<file path="config.mk">
export PLATFORM = sky130hd
export DESIGN_NAME = lfsr_enc_ctrl_flat
export DESIGN_NICKNAME = d
export VERILOG_FILES = /design/src/rtl/lfsr_pkg.sv /design/src/rtl/lfsr_enc_ctrl_if.sv /design/src/rtl/lfsr7.sv /design/src/rtl/lfsr_enc_ctrl.sv /design/src/flat_wrapper.sv
export SDC_FILE = /design/constraint.sdc
export NUM_CORES = 1
export LEC_CHECK = 0
export ABC_AREA = 0
export CAP_MARGIN = 20
export CORE_UTILIZATION = 53
export DETAILED_ROUTE_END_ITERATION = 12
export GPL_ROUTABILITY_DRIVEN = 1
export PLACE_DENSITY = 0.82
export SYNTH_ARGS = -nofsm -noshare
export SYNTH_HDL_FRONTEND = slang
export SYNTH_SLANG_ARGS = --single-unit
</file>
<file path="constraint.sdc">
create_clock -name clk -period 3.8 [get_ports clk]
set_clock_uncertainty 0.2 [all_clocks]
set_input_delay 0.57 -clock clk [delete_from_list [all_inputs] [get_ports clk]]
set_output_delay 0.57 -clock clk [all_outputs]
set_load 0.01 [all_outputs]
</file>
<file path="src/rtl/lfsr_pkg.sv">
// Shared types and constants for the LFSR encryption sequencer.
// Covers the memory map, the length limits, the pad byte and the FSM states.
package lfsr_pkg;

  localparam int unsigned WIDTH    = 8;
  localparam int unsigned LFSR_W   = 7;

  localparam int unsigned MSG_BASE = 0;
  localparam int unsigned CFG_PRE  = 61;
  localparam int unsigned CFG_TAP  = 62;
  localparam int unsigned CFG_SEED = 63;
  localparam int unsigned OUT_BASE = 64;

  localparam int unsigned MSG_LEN  = 48;
  localparam int unsigned OUT_LEN  = 60;
  localparam int unsigned PRE_MIN  = 7;
  localparam int unsigned PRE_MAX  = 12;

  localparam logic [WIDTH-1:0] PAD_CHAR = 8'h5F;

  typedef enum logic [2:0] {
    IDLE,
    LD_PRE,
    LD_TAP,
    LD_SEED,
    RUN,
    DONE
  } state_t;

  // Preamble length is clamped with an unsigned compare on the full byte
  function automatic logic [WIDTH-1:0] clamp_pre(input logic [WIDTH-1:0] v);
    logic [WIDTH-1:0] r;
    r = v;
    if (v < WIDTH'(PRE_MIN)) r = WIDTH'(PRE_MIN);
    if (v > WIDTH'(PRE_MAX)) r = WIDTH'(PRE_MAX);
    return r;
  endfunction

endpackage

</file>
<file path="src/rtl/lfsr_enc_ctrl_if.sv">
// Shared data-memory port: combinational read and clocked write.
// The sequencer is the master and the memory is the slave.
interface lfsr_enc_ctrl_if;
  import lfsr_pkg::*;

  logic [WIDTH-1:0] mem_raddr;
  logic [WIDTH-1:0] mem_rdata;
  logic             mem_wen;
  logic [WIDTH-1:0] mem_waddr;
  logic [WIDTH-1:0] mem_wdata;

  modport master (
    output mem_raddr,
    input  mem_rdata,
    output mem_wen,
    output mem_waddr,
    output mem_wdata
  );

  modport slave (
    input  mem_raddr,
    output mem_rdata,
    input  mem_wen,
    input  mem_waddr,
    input  mem_wdata
  );
endinterface

</file>
<file path="src/rtl/lfsr7.sv">
// 7-bit Fibonacci-style LFSR with a programmable tap mask.
// Each advance shifts left and feeds in the parity of the tapped bits.
module lfsr7
  import lfsr_pkg::*;
(
  input  logic              clk,
  input  logic              load,
  input  logic [LFSR_W-1:0] seed,
  input  logic [LFSR_W-1:0] taps,
  input  logic              advance,
  output logic [LFSR_W-1:0] state
);

  always_ff @(posedge clk) begin
    if (load) begin
      state <= seed;
    end else if (advance) begin
      state <= {state[LFSR_W-2:0], ^(state & taps)};
    end
  end

endmodule

</file>
<file path="src/rtl/lfsr_enc_ctrl.sv">
// Encryption-pass sequencer: loads config, then streams a padded, LFSR-masked
// copy of the message into the output region, one byte per cycle.
module lfsr_enc_ctrl
  import lfsr_pkg::*;
(
  input  logic                   clk,
  input  logic                   init,
  input  logic                   start,
  output logic                   busy,
  output logic                   done,
  lfsr_enc_ctrl_if.master        mem
);

  state_t             state_q, state_d;
  logic [WIDTH-1:0]   pre_q,   pre_d;
  logic [LFSR_W-1:0]  taps_q,  taps_d;
  logic [WIDTH-1:0]   k_q,     k_d;

  logic               lfsr_load;
  logic [LFSR_W-1:0]  lfsr_seed;
  logic               lfsr_adv;
  logic [LFSR_W-1:0]  lfsr_state;

  logic [WIDTH-1:0]   m;
  logic [LFSR_W-1:0]  pt;

  always_ff @(posedge clk) begin
    if (init) begin
      state_q <= IDLE;
      pre_q   <= '0;
      taps_q  <= '0;
      k_q     <= '0;
    end else begin
      state_q <= state_d;
      pre_q   <= pre_d;
      taps_q  <= taps_d;
      k_q     <= k_d;
    end
  end

  // Next state and memory-port drive; read data is consumed in the same cycle
  always_comb begin
    state_d       = state_q;
    pre_d         = pre_q;
    taps_d        = taps_q;
    k_d           = k_q;
    busy          = 1'b0;
    done          = 1'b0;
    mem.mem_raddr = '0;
    mem.mem_wen   = 1'b0;
    mem.mem_waddr = '0;
    mem.mem_wdata = '0;
    lfsr_load     = 1'b0;
    lfsr_seed     = '0;
    lfsr_adv      = 1'b0;
    pt            = PAD_CHAR[LFSR_W-1:0];
    m             = k_q - pre_q;

    unique case (state_q)
      IDLE: begin
        if (start) state_d = LD_PRE;
      end

      LD_PRE: begin
        busy          = 1'b1;
        mem.mem_raddr = WIDTH'(CFG_PRE);
        pre_d         = clamp_pre(mem.mem_rdata);
        state_d       = LD_TAP;
      end

      LD_TAP: begin
        busy          = 1'b1;
        mem.mem_raddr = WIDTH'(CFG_TAP);
        taps_d        = mem.mem_rdata[LFSR_W-1:0];
        state_d       = LD_SEED;
      end

      LD_SEED: begin
        busy          = 1'b1;
        mem.mem_raddr = WIDTH'(CFG_SEED);
        lfsr_load     = 1'b1;
        // An all-zero seed would lock the LFSR, so substitute 1
        lfsr_seed     = (mem.mem_rdata[LFSR_W-1:0] == '0) ?
                        LFSR_W'(1) : mem.mem_rdata[LFSR_W-1:0];
        k_d           = '0;
        state_d       = RUN;
      end

      RUN: begin
        busy          = 1'b1;
        mem.mem_wen   = 1'b1;
        mem.mem_waddr = WIDTH'(OUT_BASE) + k_q;
        if ((k_q >= pre_q) && (m < WIDTH'(MSG_LEN))) begin
          mem.mem_raddr = WIDTH'(MSG_BASE) + m;
          pt            = mem.mem_rdata[LFSR_W-1:0];
        end else begin
          mem.mem_raddr = WIDTH'(MSG_BASE);
        end
        mem.mem_wdata = {1'b0, pt ^ lfsr_state};
        lfsr_adv      = 1'b1;
        k_d           = k_q + WIDTH'(1);
        if (k_q == WIDTH'(OUT_LEN - 1)) state_d = DONE;
      end

      DONE: begin
        done    = 1'b1;
        state_d = IDLE;
      end

      default: state_d = IDLE;
    endcase

    // Reset clears the LFSR through its load path
    if (init) begin
      lfsr_load = 1'b1;
      lfsr_seed = '0;
    end
  end

  lfsr7 u_lfsr (
    .clk     (clk),
    .load    (lfsr_load),
    .seed    (lfsr_seed),
    .taps    (taps_q),
    .advance (lfsr_adv),
    .state   (lfsr_state)
  );

endmodule
</file>
<file path="src/flat_wrapper.sv">
// flat-port wrapper written by rule: the top's interface ports become plain ports
module lfsr_enc_ctrl_flat import lfsr_pkg::*;
  (clk, init, start, busy, done, mem_mem_raddr, mem_mem_rdata, mem_mem_wen, mem_mem_waddr, mem_mem_wdata);
  lfsr_enc_ctrl_if mem_i ();
  input  logic clk;
  input  logic init;
  input  logic start;
  output logic busy;
  output logic done;
  output wire logic [$bits(mem_i.mem_raddr)-1:0] mem_mem_raddr;
  input wire logic [$bits(mem_i.mem_rdata)-1:0] mem_mem_rdata;
  output wire logic [$bits(mem_i.mem_wen)-1:0] mem_mem_wen;
  output wire logic [$bits(mem_i.mem_waddr)-1:0] mem_mem_waddr;
  output wire logic [$bits(mem_i.mem_wdata)-1:0] mem_mem_wdata;
  assign mem_mem_raddr = mem_i.mem_raddr;
  assign mem_i.mem_rdata = mem_mem_rdata;
  assign mem_mem_wen = mem_i.mem_wen;
  assign mem_mem_waddr = mem_i.mem_waddr;
  assign mem_mem_wdata = mem_i.mem_wdata;
  lfsr_enc_ctrl u_core (.clk(clk), .init(init), .start(start), .busy(busy), .done(done), .mem(mem_i));
endmodule
</file>
* Yosys cells after proc, flatten, opt, wreduce, memory -nomap -nowiden
Cells that the tools add are included.
** Operators by class
- $add $sub $neg :: 3
- Multiply operators :: 0
- Divide/modulo/power cells :: 0
- Order comparisons :: 4
- Eq/ne operators :: 8
- Shift-type cells :: 0
- Muxes and demuxes :: 22
- Bitwise logic cells :: 2
- Reductions and logical operators :: 8
** Operators with widths (count)
- $mux W7 :: 8
- $mux W8 :: 4
- $pmux W8 S4 :: 1
- $pmux W8 S2 :: 1
- $pmux W3 S5 :: 1
- $add A7 B8 Y8 const A :: 1
- $add A8 B1 Y8 const B :: 1
- $eq A8 B6 Y1 const B :: 1
- $ge A8 B8 Y1 :: 1
- $gt A8 B4 Y1 const B :: 1
- $lt A8 B3 Y1 const B :: 1
- $lt A8 B6 Y1 const B :: 1
- $sub A8 B8 Y8 :: 1
- $and A7 B7 Y7 :: 1
- $logic_not A7 Y1 :: 1
- $reduce_xor A7 Y1 :: 1
- $xor A7 B7 Y7 :: 1
- $eq A3 B2 Y1 const B :: 2
- $eq A3 B3 Y1 const B :: 2
- $mux W3 :: 2
- $mux W1 :: 5
- $reduce_bool A2 Y1 :: 2
- $reduce_or A4 Y1 :: 1
- $eq A3 B1 Y1 const B :: 1
- 5 further kinds :: 5
** Word-level totals
- Register bits :: 33
- Bits in latches :: 0
- Memory bits (writable) :: 0
- ROM bits :: 0
- Bits of input ports :: 11
- Output and inout bits :: 27
- Word-level logic and storage cells :: 52
- Memories kept :: 0

* Longest topological paths before layout
- Word-level depth :: 7
- Mapped depth :: 10
- Gate-level depth less buffers :: 9

* By module
From an unflattened synthesis, not the netlist that was laid out.
** Second synthesis, totals
- Cells, all modules :: 283
- Area total of the unflattened synthesis :: 2412.3 µm²
** By module, submodules not included
- lfsr_enc_ctrl :: times used 1, cells each 255, area each 2026.9 µm², seq. area each 520.5 µm²
- lfsr7 :: times used 1, cells each 28, area each 385.4 µm², seq. area each 210.2 µm²

* Worst setup path before layout
Ideal clock, no wire load.
- Kind :: flip-flop to output port
- Start :: reg u_core.k_q[0]
- End :: out mem_mem_raddr[2]
- Arrival :: 2493 ps
- Data required time :: 3030 ps
- Path slack :: 537 ps
- Cell stages (with the launch flop) :: 10
- Buffers on the path :: 0
- Cells stage by stage :: dfxtp_1 > inv_1 > ha_1 > fa_1 > nor2b_1 > o2111ai_1 > a31o_2 > a21oi_1 > nand3_1 > o41ai_1
** Between the ends
- Longest elaborated chain between the ends :: 5
- Elaborated cells between the ends (all ways) :: 6
- Those cells by class :: add/sub: 1; order compare: 2; mux: 2; reduce/logical: 1
** Ends and longest elaborated chain
- start: declaration :: line lfsr_enc_ctrl.sv:17 : logic [WIDTH-1:0] k_q, k_d;
- start signal: assignment :: line lfsr_enc_ctrl.sv:37 : k_q <= k_d;
- $sub A8 B8 Y8 :: line lfsr_enc_ctrl.sv:57 : m = k_q - pre_q;
- $lt A8 B6 Y1 :: line lfsr_enc_ctrl.sv:93 : if ((k_q >= pre_q) && (m < WIDTH'(MSG_LEN))) begin
- $logic_and A1 B1 Y1 :: line lfsr_enc_ctrl.sv:93
- $mux W8 (*) :: line lfsr_enc_ctrl.sv:93
- $pmux W8 S4 (*) :: line lfsr_enc_ctrl.sv:59 : unique case (state_q)
- end: declaration :: line flat_wrapper.sv:10 : output wire logic [$bits(mem_i.mem_raddr)-1:0] mem_mem_raddr;
Mark *: on every way between the ends. The rest lies on a longest branch, timed or not.

* Final worst setup path
- Start :: reg u_core.k_q[0]
- End :: out mem_mem_wdata[4]
** Between the ends
- Longest elaborated chain between the ends :: 7
- Elaborated cells between the ends (all ways) :: 8
- Those cells by class :: add/sub: 1; order compare: 2; mux: 3; bitwise: 1; reduce/logical: 1
** Ends and longest elaborated chain
- $sub A8 B8 Y8 :: line lfsr_enc_ctrl.sv:57
- $lt A8 B6 Y1 :: line lfsr_enc_ctrl.sv:93
- $logic_and A1 B1 Y1 (*) :: line lfsr_enc_ctrl.sv:93
- $mux W7 (*) :: line lfsr_enc_ctrl.sv:93
- $mux W7 (*) :: line lfsr_enc_ctrl.sv:59
- $xor A7 B7 Y7 (*) :: line lfsr_enc_ctrl.sv:99 : mem.mem_wdata = {1'b0, pt ^ lfsr_state};
- $mux W7 (*) :: line lfsr_enc_ctrl.sv:59
- end: declaration :: line flat_wrapper.sv:14 : output wire logic [$bits(mem_i.mem_wdata)-1:0] mem_mem_wdata;
Mark *: on every way between the ends. The rest lies on a longest branch, timed or not. The select of a mux whose other input is x is not followed.

==> results.yml <==
placement:
  place_ws_ns: 0.03136
  placed_cell_area_um2: 2630
  io_buffers: 34
  dp_cells: 356
  dp_hpwl_um: 4033
  gp_congestion: 0.9242
global_routing:
  grt_pass1_vias: 1916
  antenna_found_initial: 0
  grtUsageTotal: 0.2755
  overflow: 0
  grt_first_pass_wirelength_um: 9066
  grt_max_degree: 35
timing:
  fin_crit_sh: 0.9883
  whs_ns: 0.2669
  setup_viol: 0
  tightest_slew_ns: 0.7343
  slew_viol_final: 0
  relSlewSlack: 0.5087
  max_freq_ghz: 0.2663
  setup_tns_ns: 0
  period_needed_ns: 3.755
  final_hold_viol_count: 0
  setup_ws_ns: 0.04459
layout:
  fin_cells: 365
  drive_above_1_share: 0.1365
  fin_area_um2: 2754
  final_core_util: 0.6835
  area_growth_syn_to_layout_pct: 22.82
  layout.nets: 337
  diodes: 0
synthesis:
  ys_types: 52
  avgSynthCellArea_um2: 8.065
  yosysTopAreaCell: "dfxtp_1"
  synth_seq_area_share: 0.3259
  synth_top_area_share: 0.2321
  yosys_warnings: 0
  synth_most_common_cell: "nor2_1"
  synth_edf_count: 7
  ys_ff_latch: 33
  synth_area_um2: 2242
  synth.top_cells.by_count: "30 x nor2_1, 26 x dfxtp_1, 24 x nand2_1"
  synthCells: 278
  synth_area_leaders: "dfxtp_1 23%, edfxtp_1 9.4%, ha_1 6.1%"
  synth_ff_type: "dfxtp_1"
  async_flop_share: 0
route:
  drc_errors: 0
  avgRoutedWirePerCell_um: 16.04
  wl_um: 5854
  num_vias: 2201
  firstDrtPassIters: 5
  dr.first_iter.drc_count: 170
  postRouteAntennaNets: 0
  via_per_inst: 6.030
clock_network:
  clock_path_buffers: 2
  numCtsBuffers: 5
  clk_pin_slew_ns: 0.08
  clock-sinks: 33
  h-tree-depth: 2
  clk_latency_ns: 0.30
  clock-root-buffer: "clkbuf_8"
  cts_hold_buf: 0
  cts_tree: "built"
power:
  power_density_nw_per_um2: 347.6
  p_total_uw: 957.2
  ir_worst_vdd_uv: 200.4
  power.leakage_nw: 1.083
floorplanning:
  coreArea_um2: 4029
  rows: 23
  pin_count: 38
  die_w_um: 67.04
  dieHeight_um: 67.04
  die_area_um2: 4494
  initial_core_util: 0.5565
worst_hold_path:
  whs_endpoint: "u_core.pre_q[7]$_SDFFE_PP0P_"
  hold_path_class: "reg -> reg"
  worstHoldStart: "u_core.pre_q[7]$_SDFFE_PP0P_"
  min_delay_path_depth: 2
worst_setup_path:
  critPathArrivalTime_ns: 2.99
  start_kind: "flip-flop"
  end_kind: "output port"
  crit_type: "reg -> out"
  r2r-start: "u_core.state_q[2]$_SDFFE_PP0P_"
  worst_r2r_path_depth: 6
  cp_max_fo: 7
  reg2reg_slack_ns: 1.35
  required_ns: 3.03
  r2r_end: "u_core.k_q[7]$_SDFFE_PP0P_"
flow_run:
  maxCapViolations: 0
outcome:
  run_status: "finished clean"
==> cell families (layout without fill, tap and decap cells) <==
logic type / count (synthesis) / after routing / share of synthesized area
AND/OR/NAND/NOR: 123 / 123 / 0.2863
XOR/XNOR: 9 / 9 / 0.03516
other: 1 / 3 / 0.001673
buffers and inverters: 34 / 69 / 0.06864
flip-flops: 33 / 33 / 0.3259
multiplexers: 8 / 8 / 0.03572
AO/OA/AOI/OAI: 58 / 58 / 0.1763
adder cells (fa/ha/maj): 12 / 12 / 0.07031
==> cell usage in the layout (no fill, tap or decap), drive strengths merged, types with 3 or more instances in the layout <==
| cell type | instances |
|---|---|
| nor2 | 30 |
| dfxtp | 26 |
| nand2 | 24 |
| clkdlybuf4s50 | 21 |
| inv | 18 |
| a21oi | 14 |
| o21ai | 12 |
| ha | 11 |
| clkbuf | 11 |
| buf | 10 |
| nor3 | 9 |
| o31ai | 9 |
| nand2b | 8 |
| mux2i | 8 |
| nand3 | 8 |
| nor4 | 7 |
| xnor2 | 7 |
| edfxtp | 7 |
| a211o | 6 |
| nor3b | 6 |
| and2 | 6 |
| nand4 | 5 |
| or3 | 5 |
| nor2b | 4 |
| a22oi | 3 |
| and3 | 3 |
| nand3b | 3 |
| conb | 3 |
| dlymetal6s2s | 3 |
==> worst max path at each step <==
stage | start | to | slack (ns)
floorplan | u_core.k_q[0]$_SDFFE_PP0P_ | mem_mem_raddr[2] | 0.54
global placement | u_core.k_q[0]$_SDFFE_PP0P_ | mem_mem_raddr[2] | 0.09
detailed placement | u_core.k_q[0]$_SDFFE_PP0P_ | mem_mem_raddr[0] | 0.03
CTS | u_core.k_q[0]$_SDFFE_PP0P_ | mem_mem_raddr[5] | -0.009
global route | u_core.k_q[0]$_SDFFE_PP0P_ | mem_mem_wdata[3] | -0.08
finish | u_core.k_q[0]$_SDFFE_PP0P_ | mem_mem_wdata[4] | 0.04
==> layout make-up <==
cell class                 instances  area [um^2]
clock buffer                       5        68.82
clock inverter                     3        21.27
fill                             332         1275
inverter                          17        63.81
multi-input combinational        213         1416
sequential                        33        730.7
tap                               50        62.56
timing repair buffer              44        390.4
==> power breakdown <==
| group | internal [mW] | switching, mW |
|---|---|---|
| Combinational | 0.124 | 0.150 |
| Clock | 0.129 | 0.150 |
| Sequential | 0.381 | 0.0235 |
==> metal layers <==
| layer | global-route usage | share of wire | up-vias |
|---|---|---|---|
| met5 | 0 | 0 | - |
| met4 | 0.1064 | 0.016 | 0 |
| met3 | 0.06507 | 0.085 | 12 |
| met2 | 0.4175 | 0.46 | 97 |
| met1 | 0.3723 | 0.43 | 1026 |
| li1 | - | - | 1066 |
==> sequential cells by signal (all words and copies together), names as in the netlist <==
register,cells
u_core.k_q,8
u_core.taps_q,7
u_core.u_lfsr.state,7
u_core.pre_q,8
u_core.state_q,3
==> repair_timing <==
| item | 4_1_cts | 5_1_grt |
|---|---|---|
| gates resized for setup | 15 | 26 |
| setup endpoints to repair | 12 | 13 |
| pin swaps | 0 | 2 |
| setup buffers | 0 | 1 |
==> worst max-delay path, cell delays in order (launching register included) <==
cell and delay (ns):
dfxtp_1 0.33, inv_1 0.07, ha_1 0.21, fa_1 0.42
nor2b_2 0.17, o2111ai_1 0.16, a31o_2 0.33, a211o_1 0.32
o31ai_1 0.18, nor3b_1 0.23, clkdlybuf4s15_1 0.27
Note: power is estimated with default switching activity, not from simulation.
